### src/rtl/imem_loader.sv
`default_nettype none
// ============================================================================
// Module      : imem_loader
// Description : Writer side of the instruction memory. Parses a framed byte
//               stream (LEN_LO, LEN_HI, LEN little-endian 32-bit words,
//               CSUM = XOR of all preceding bytes) and writes the words to the
//               instruction memory starting at word 0. The core is held in
//               reset until a complete frame with a good checksum is loaded.
// Ports       : clk, rst            - clock, synchronous active-high reset
//               start               - re-arm pulse, honoured in DONE/ERR only
//               in_data/in_valid/in_ready - byte stream handshake
//               imem_we/imem_addr/imem_wdata - memory write port
//               core_rst_n          - core reset (active-low), 1 only in DONE
//               done/error          - load status
//               words_loaded        - words written in the current frame
// Revision    : 1.0 - initial release
// ============================================================================
module imem_loader #(
    parameter int ADDR_W      = 10,
    parameter int TIMEOUT_CYC = 0
) (
    input  logic              clk,
    input  logic              rst,
    input  logic              start,
    input  logic [7:0]        in_data,
    input  logic              in_valid,
    output logic              in_ready,
    output logic              imem_we,
    output logic [ADDR_W-1:0] imem_addr,
    output logic [31:0]       imem_wdata,
    output logic              core_rst_n,
    output logic              done,
    output logic              error,
    output logic [15:0]       words_loaded
);

    typedef enum logic [2:0] {
        S_LEN0 = 3'd0,
        S_LEN1 = 3'd1,
        S_DATA = 3'd2,
        S_CSUM = 3'd3,
        S_DONE = 3'd4,
        S_ERR  = 3'd5
    } state_t;

    // Largest legal word count is the full memory capacity.
    localparam logic [16:0] c_max_len      = 17'd1 << ADDR_W;
    localparam logic        c_timeout_en   = (TIMEOUT_CYC > 0);
    localparam logic [31:0] c_timeout_last = (TIMEOUT_CYC > 0) ? 32'(TIMEOUT_CYC - 1) : 32'd0;

    state_t            r_state;
    state_t            w_state_nxt;
    logic [15:0]       r_len;
    logic [7:0]        r_csum;
    logic [1:0]        r_byte_idx;
    logic [31:0]       r_acc;
    logic [31:0]       r_timer;
    logic [15:0]       r_words;
    logic              r_we;
    logic [ADDR_W-1:0] r_addr;
    logic [31:0]       r_wdata;

    logic              w_ready;
    logic              w_accept;
    logic              w_timed;
    logic              w_timeout;
    logic [15:0]       w_len;
    logic              w_last_byte;
    logic              w_last_word;

    assign w_ready     = (r_state == S_LEN0) || (r_state == S_LEN1) ||
                         (r_state == S_DATA) || (r_state == S_CSUM);
    assign w_accept    = in_valid & w_ready;
    assign w_timed     = (r_state == S_LEN1) || (r_state == S_DATA) || (r_state == S_CSUM);
    // Fires on the edge that would take the idle count to TIMEOUT_CYC.
    assign w_timeout   = c_timeout_en && w_timed && !w_accept && (r_timer == c_timeout_last);
    assign w_len       = {in_data, r_len[7:0]};
    assign w_last_byte = (r_byte_idx == 2'd3);
    assign w_last_word = ((r_words + 16'd1) == r_len);

    always_ff @(posedge clk) begin
        if (rst) begin
            r_state <= S_LEN0;
        end else begin
            r_state <= w_state_nxt;
        end
    end

    always_comb begin
        w_state_nxt = r_state;
        case (r_state)
            S_LEN0: begin
                if (w_accept) w_state_nxt = S_LEN1;
            end
            S_LEN1: begin
                if (w_accept) begin
                    if ({1'b0, w_len} > c_max_len) w_state_nxt = S_ERR;
                    else if (w_len == 16'd0)       w_state_nxt = S_CSUM;
                    else                           w_state_nxt = S_DATA;
                end
            end
            S_DATA: begin
                if (w_accept && w_last_byte && w_last_word) w_state_nxt = S_CSUM;
            end
            S_CSUM: begin
                if (w_accept) w_state_nxt = (in_data == r_csum) ? S_DONE : S_ERR;
            end
            S_DONE, S_ERR: begin
                if (start) w_state_nxt = S_LEN0;
            end
            default: w_state_nxt = S_ERR;
        endcase
        if (w_timeout) w_state_nxt = S_ERR;
    end

    always_ff @(posedge clk) begin
        if (rst) begin
            r_len      <= 16'd0;
            r_csum     <= 8'd0;
            r_byte_idx <= 2'd0;
            r_acc      <= 32'd0;
            r_timer    <= 32'd0;
            r_words    <= 16'd0;
            r_we       <= 1'b0;
            r_addr     <= '0;
            r_wdata    <= 32'd0;
        end else begin
            r_we <= 1'b0;

            if (w_accept) begin
                r_timer <= 32'd0;
            end else if (w_timed && c_timeout_en) begin
                r_timer <= r_timer + 32'd1;
            end

            case (r_state)
                S_LEN0: begin
                    if (w_accept) begin
                        r_len[7:0] <= in_data;
                        r_csum     <= r_csum ^ in_data;
                    end
                end
                S_LEN1: begin
                    if (w_accept) begin
                        r_len[15:8] <= in_data;
                        r_csum      <= r_csum ^ in_data;
                    end
                end
                S_DATA: begin
                    if (w_accept) begin
                        r_csum     <= r_csum ^ in_data;
                        // New bytes enter at the top so byte0 ends up in [7:0].
                        r_acc      <= {in_data, r_acc[31:8]};
                        r_byte_idx <= r_byte_idx + 2'd1;
                        if (w_last_byte) begin
                            r_wdata <= {in_data, r_acc[31:8]};
                            r_addr  <= r_words[ADDR_W-1:0];
                            r_we    <= 1'b1;
                            r_words <= r_words + 16'd1;
                        end
                    end
                end
                S_DONE, S_ERR: begin
                    if (start) begin
                        r_words    <= 16'd0;
                        r_csum     <= 8'd0;
                        r_byte_idx <= 2'd0;
                        r_timer    <= 32'd0;
                    end
                end
                default: begin
                end
            endcase
        end
    end

    assign in_ready     = w_ready;
    assign imem_we      = r_we;
    assign imem_addr    = r_addr;
    assign imem_wdata   = r_wdata;
    assign core_rst_n   = (r_state == S_DONE);
    assign done         = (r_state == S_DONE);
    assign error        = (r_state == S_ERR);
    assign words_loaded = r_words;

endmodule
`default_nettype wire
### config.mk
export PLATFORM = sky130hd
export DESIGN_NAME = imem_loader
export DESIGN_NICKNAME = d
export VERILOG_FILES = /design/src/rtl/imem_loader.sv
export SDC_FILE = /design/constraint.sdc
export NUM_CORES = 1
export LEC_CHECK = 0
export BUFFER_PORTS_ARGS = -buffer_cell sky130_fd_sc_hd__buf_2
export CELL_PAD_IN_SITES_DETAIL_PLACEMENT = 1
export CELL_PAD_IN_SITES_GLOBAL_PLACEMENT = 1
export CORE_UTILIZATION = 44
export CTS_CLUSTER_SIZE = 28
export DETAILED_ROUTE_END_ITERATION = 8
export PLACE_DENSITY = 0.85
export SLEW_MARGIN = 20
export SYNTH_ARGS = -nofsm -noshare
export SYNTH_HDL_FRONTEND = slang
export SYNTH_SLANG_ARGS = --single-unit
### constraint.sdc
create_clock -name clk -period 5.6 [get_ports clk]
set_input_delay 0.28 -clock clk [delete_from_list [all_inputs] [get_ports clk]]
set_output_delay 0.28 -clock clk [all_outputs]
set_load 0.005 [all_outputs]
# Word level (Yosys, flattened, before mapping)
# Cells that the tools add are included.
[word_totals]
output_inout_bits = 63
in_bits = 12
ff_bits = 120
elab_cells = 73
[classes]
n_mux = 20
eq_ne = 16
n_reduce_logical = 20
order_cmp = 1
bitwise = 4
n_addsub = 2
[ops]
columns = ["operator", "count"]
rows = [
  ["2-to-1 mux 16 bit", 3],
  ["case mux 16 bit (2 select lines)", 1],
  ["2-to-1 mux 3 bit", 6],
  ["adder 16 x 1 -> 16 bit, second input constant", 1],
  ["equality test 16 bit", 1],
  ["> comparator 16 x 11 -> 1 bit, second input constant", 1],
  ["logical NOT 16 bit", 1],
  ["2-to-1 mux 8 bit", 2],
  ["case mux 8 bit (2 select lines)", 1],
  ["case mux 3 bit (5 select lines)", 1],
  ["inequality test 2 bit, second input constant", 6],
  ["AND reduction 3 bit", 3],
  ["equality test 8 bit", 1],
  ["bitwise XOR 8 bit", 1],
  ["equality test 3 x 2 -> 1 bit, second input constant", 2],
  ["equality test 3 bit, second input constant", 2],
  ["AND reduction 2 bit", 3],
  ["OR reduction 3 bit", 2],
  ["AND reduction 5 bit", 1],
  ["2-to-1 mux 2 bit", 2],
  ["inequality test 2 x 1 -> 1 bit, second input constant", 2],
  ["case mux 2 bit (2 select lines)", 1],
  ["AND reduction 4 bit", 1],
  ["nonzero test 2 bit", 2],
  ["other kinds (10)", 16],
]

# Depth between registers and ports, before layout
[logic_depth]
depth_word = 9
mapped_depth = 9
mapped_depth_nobuf = 7

# Worst setup path after synthesis
# No wires, ideal clock.
[synth_path]
path_type = "register to register"
startpoint = "register r_words[0], in the netlist words_loaded[0]"
endpoint = "register r_state[0]"
path_stages_with_launch = 8
setup_ps = 69
path_slack_ps = 3717
required_time_ps = 5531
period_less_slack_ps = 1883
arrival_ps = 1814
n_path_buf = 0
path_cell_list = "dfxtp_1 > ha_1 > nor2b_1 > or3_1 > a32o_1 > nor4_1 > nand4_1 > o21ai_1"
[synth_between]
elab_chain_len = 5
[synth_rtl]
columns = ["item", "line_no", "rtl"]
rows = [
  ["start, declared", "58", "logic [15:0] r_words;"],
  ["start signal, assigned", "159", "r_words <= r_words + 16'd1;"],
  ["adder 16 x 1 -> 16 bit", "79", "assign w_last_word = ((r_words + 16'd1) == r_len);"],
  ["equality test 16 bit", "79", ""],
  ["logical AND 1 bit", "103", "if (w_accept && w_last_byte && w_last_word) w_state_nxt = S_CSUM;"],
  ["inequality test 2 x 1 -> 1 bit (no source line)", "n/a", ""],
  ["AND reduction 5 bit (no source line)", "n/a", ""],
  ["end signal, assigned", "85", "r_state <= w_state_nxt;"],
  ["end, declared", "51", "state_t r_state;"],
]
# Every way passes these cells.
# A chain may end at the register's enable or synchronous reset.

# Final worst setup path
[layout_path]
startpoint = "register r_state[2]"
endpoint = "register r_words[10], in the netlist words_loaded[10]"
[layout_between]
elab_chain_len = 7
elab_cells_between_ends = 17
cone_classes = "8 x eq/ne; 1 x mux; 1 x bitwise; 7 x reduce/logical"
[layout_rtl]
columns = ["item", "line_no", "rtl"]
rows = [
  ["equality test 3 x 1 -> 1 bit / logical NOT 3 bit (equally long branches)", "71", "assign w_ready = (r_state == S_LEN0) || (r_state == S_LEN1) ||"],
  ["logical OR 1 bit (2 in a row)", "71", ""],
  ["logical OR 1 bit", "72", "(r_state == S_DATA) || (r_state == S_CSUM);"],
  ["bitwise AND 1 bit", "73", "assign w_accept = in_valid & w_ready;"],
  ["inequality test 2 bit (no source line)", "n/a", ""],
  ["AND reduction 4 bit (no source line)", "n/a", ""],
]
# Several ways; a longest one is shown, not always the timed one.

==> flow_metrics.env <==
export IMPL_outcome="completed"
export IMPL_cts_buffers=9
export IMPL_remaining_drc_errors=0
export IMPL_ant_nets=0
export IMPL_r2r_cells=5
export IMPL_start_util_pct=45.5
export IMPL_total_power_mw=1.49
export IMPL_avgRoutedWirePerCell_um=16.7
export IMPL_synthTopCellsByArea="dfxtp_1, nand2_1, a21oi_1"
export IMPL_synthArstFlopShare_pct=0
export IMPL_rows=38
export IMPL_crit_required_ps=5840
export IMPL_startpoint_type="flop"
export IMPL_max_slew_margin_rel_pct=32.3
export IMPL_placed_cells=817
export IMPL_drive_gt1_share_pct=15.4
export IMPL_synth_fp_nets=667
export IMPL_fmax_mhz=330
export IMPL_fin_ws_ps=2570
export IMPL_power_leakage_nw=2.07
export IMPL_multi_input_area_um2=2470
export IMPL_htreeDepth=3
export IMPL_yosys_warnings=0
export IMPL_r2r_slack_ps=2570
export IMPL_grt_pass1_wl_mm=22.6
export IMPL_end_kind="flop"
export IMPL_wl_mm=13.9
export IMPL_timing_critical_path_fanout_max=53
export IMPL_synth_area_um2=4960
export IMPL_clock_latency_ps=390
export IMPL_p_per_area_nw_per_um2=270
export IMPL_post_route_period_util_pct=54.2
export IMPL_cap_violations=0
export IMPL_hold_viol=0
export IMPL_skew_ps=12.7
export IMPL_place_gp_congestion=0.855
export IMPL_ys_seq_elements=112
export IMPL_irDropWorstVdd_mv=0.155
export IMPL_postPlaceCellArea_um2=5290
export IMPL_synth_edf_count=0
export IMPL_dr_pass1_iters=4
export IMPL_num_io_pins=75
export IMPL_clock_sinks=112
export IMPL_die_w_um=108
export IMPL_root_buffer="clkbuf_8"
export IMPL_grt_ovfl_total=0
export IMPL_min_from="in_data[0]"
export IMPL_post_route_min_period_ps=3030
export IMPL_post_cts_buffers=0
export IMPL_dp_slack_ps=2570
export IMPL_cts_path_max_buffers=2
export IMPL_die_h_um=108
export IMPL_ctsHoldBuffers=0
export IMPL_fin_nets=702
export IMPL_nFillCells=1386
export IMPL_stdcell_count=833
export IMPL_cts_tree="done"
export IMPL_cts_resized=0
export IMPL_vias=4599
export IMPL_syn_mean_instance_area_um2=7.59
export IMPL_crit_arrival_ps=3270
export IMPL_numPortBuffers=74
export IMPL_clk_pin_slew_ps=110
export IMPL_grt_max_degree=115
export IMPL_register_area_um2=2240
export IMPL_synth_most_common_cell="nand2_1"
export IMPL_slew_viol_final=0
export IMPL_syn2layout_area_growth_pct=11.2
export IMPL_final_area_um2=5510
export IMPL_yosysTopAreaCellShare_pct=45.2
export IMPL_tightest_slew_ps=1020
export IMPL_grt_use_total_pct=24.9
export IMPL_synth_cell_types=53
export IMPL_yosysTopAreaCell="dfxtp_1"
export IMPL_setup_viol=0
export IMPL_whs_endpoint="r_len[0]"
export IMPL_final_setup_tns_ps=0
export IMPL_die_area_um2=11700
export IMPL_core_um2=10900
export IMPL_dominantRegCellSynth="dfxtp_1"
export IMPL_hold_path_class="input port to flop"
export IMPL_synth_cells=653
export IMPL_grt_pass1_vias=4564
export IMPL_timing_rr_start="r_state[2]"
export IMPL_drt_iter0_drc=209
export IMPL_hold_depth=3
export IMPL_ys_seq_area_share_pct=45.2
export IMPL_synthTopCellsByCount="nand2_1, a21oi_1, dfxtp_1"
export IMPL_dp_hpwl_mm=9.58
export IMPL_grt_antenna_before_repair=0
export IMPL_crit_type="flop to flop"
export IMPL_antenna_cells=0
export IMPL_worstReg2RegEnd="words_loaded[10]"
export IMPL_rsz0062_at_grt="false"
export IMPL_viasPerCell=5.52
==> where the power goes <==
part / internal, mW / switching (mW) / total [mW]
Combinational: 0.0442 / 0.0814 / 0.126
Sequential: 0.811 / 0.0181 / 0.830
Clock: 0.239 / 0.292 / 0.531
==> sequential cells by signal, indices dropped and copies added, names as in the netlist <==
signal and flops:
imem_addr 10, imem_wdata 32, imem_we 1, r_acc 24, r_byte_idx 2, r_csum 8
r_len 16, r_state 3, words_loaded 16
==> metrics by stage <==
stage	utilization [%]	hold WS, ps
floorplan	-	432
global placement	48.5	439
detailed placement	48.5	447
CTS	50.6	196
global route	50.6	216
finish	50.6	219
==> critical path, cell delays in order, from the launching register on <==
cell and delay, ps:
dfxtp_1 440, and4bb_2 730, and2_2 930, nor2_1 370, o21ai_0 290, a21oi_1 100
==> worst max-delay path by stage <==
stage                    startpoint               end  depth (start not counted)
finish                   r_state[2]  words_loaded[10]                          5
global route             r_state[2]  words_loaded[15]                          5
CTS                      r_state[2]  words_loaded[15]                          5
detailed placement       r_state[2]  words_loaded[10]                          5
global placement         r_state[2]  words_loaded[10]                          5
floorplan           words_loaded[0]        r_state[0]                          7
==> layout make-up <==
class,count,share of cell area [%]
clock inverter,5,1.25
multi-input combinational,485,44.8
inverter,5,0.340
clock buffer,11,2.75
tap,140,3.18
timing repair buffer,75,6.97
sequential,112,40.7
==> per-layer routing <==
metal	up-vias	global-route usage [%]	part of all wire (%)
met4	0	11.1	2.1
met1	2224	33.3	49
met2	94	39.7	46
met5	-	0	0
li1	2260	-	-
met3	21	3.74	3.1
==> cell usage in the layout, fill, tap and decap left out, drive strengths merged, types with 3 or more instances in the layout <==
cell	count
nand2	186
a21oi	112
dfxtp	112
buf	75
nor2	43
xnor2	25
o21ai	25
nand3	12
clkbuf	11
nor3b	10
nor3	8
and3	8
inv	8
nor4	6
nand4	5
or3	5
nor2b	4
xor2	3
a31oi	3
and4	3
==> cell families (layout without fill, tap and decap cells) <==
kind of cell	Yosys count	count (layout)	synth area share (%)
and+or+nand+nor	298	298	27.0
DFF	112	112	45.2
xor gates and xnor gates	28	28	4.95
muxes	2	2	0.429
buffers and inverters	56	96	5.02
adders and majority gates	2	2	0.505
AOI/OAI and AO/OA	155	155	16.9
Note: power is estimated with default switching activity, not from simulation.
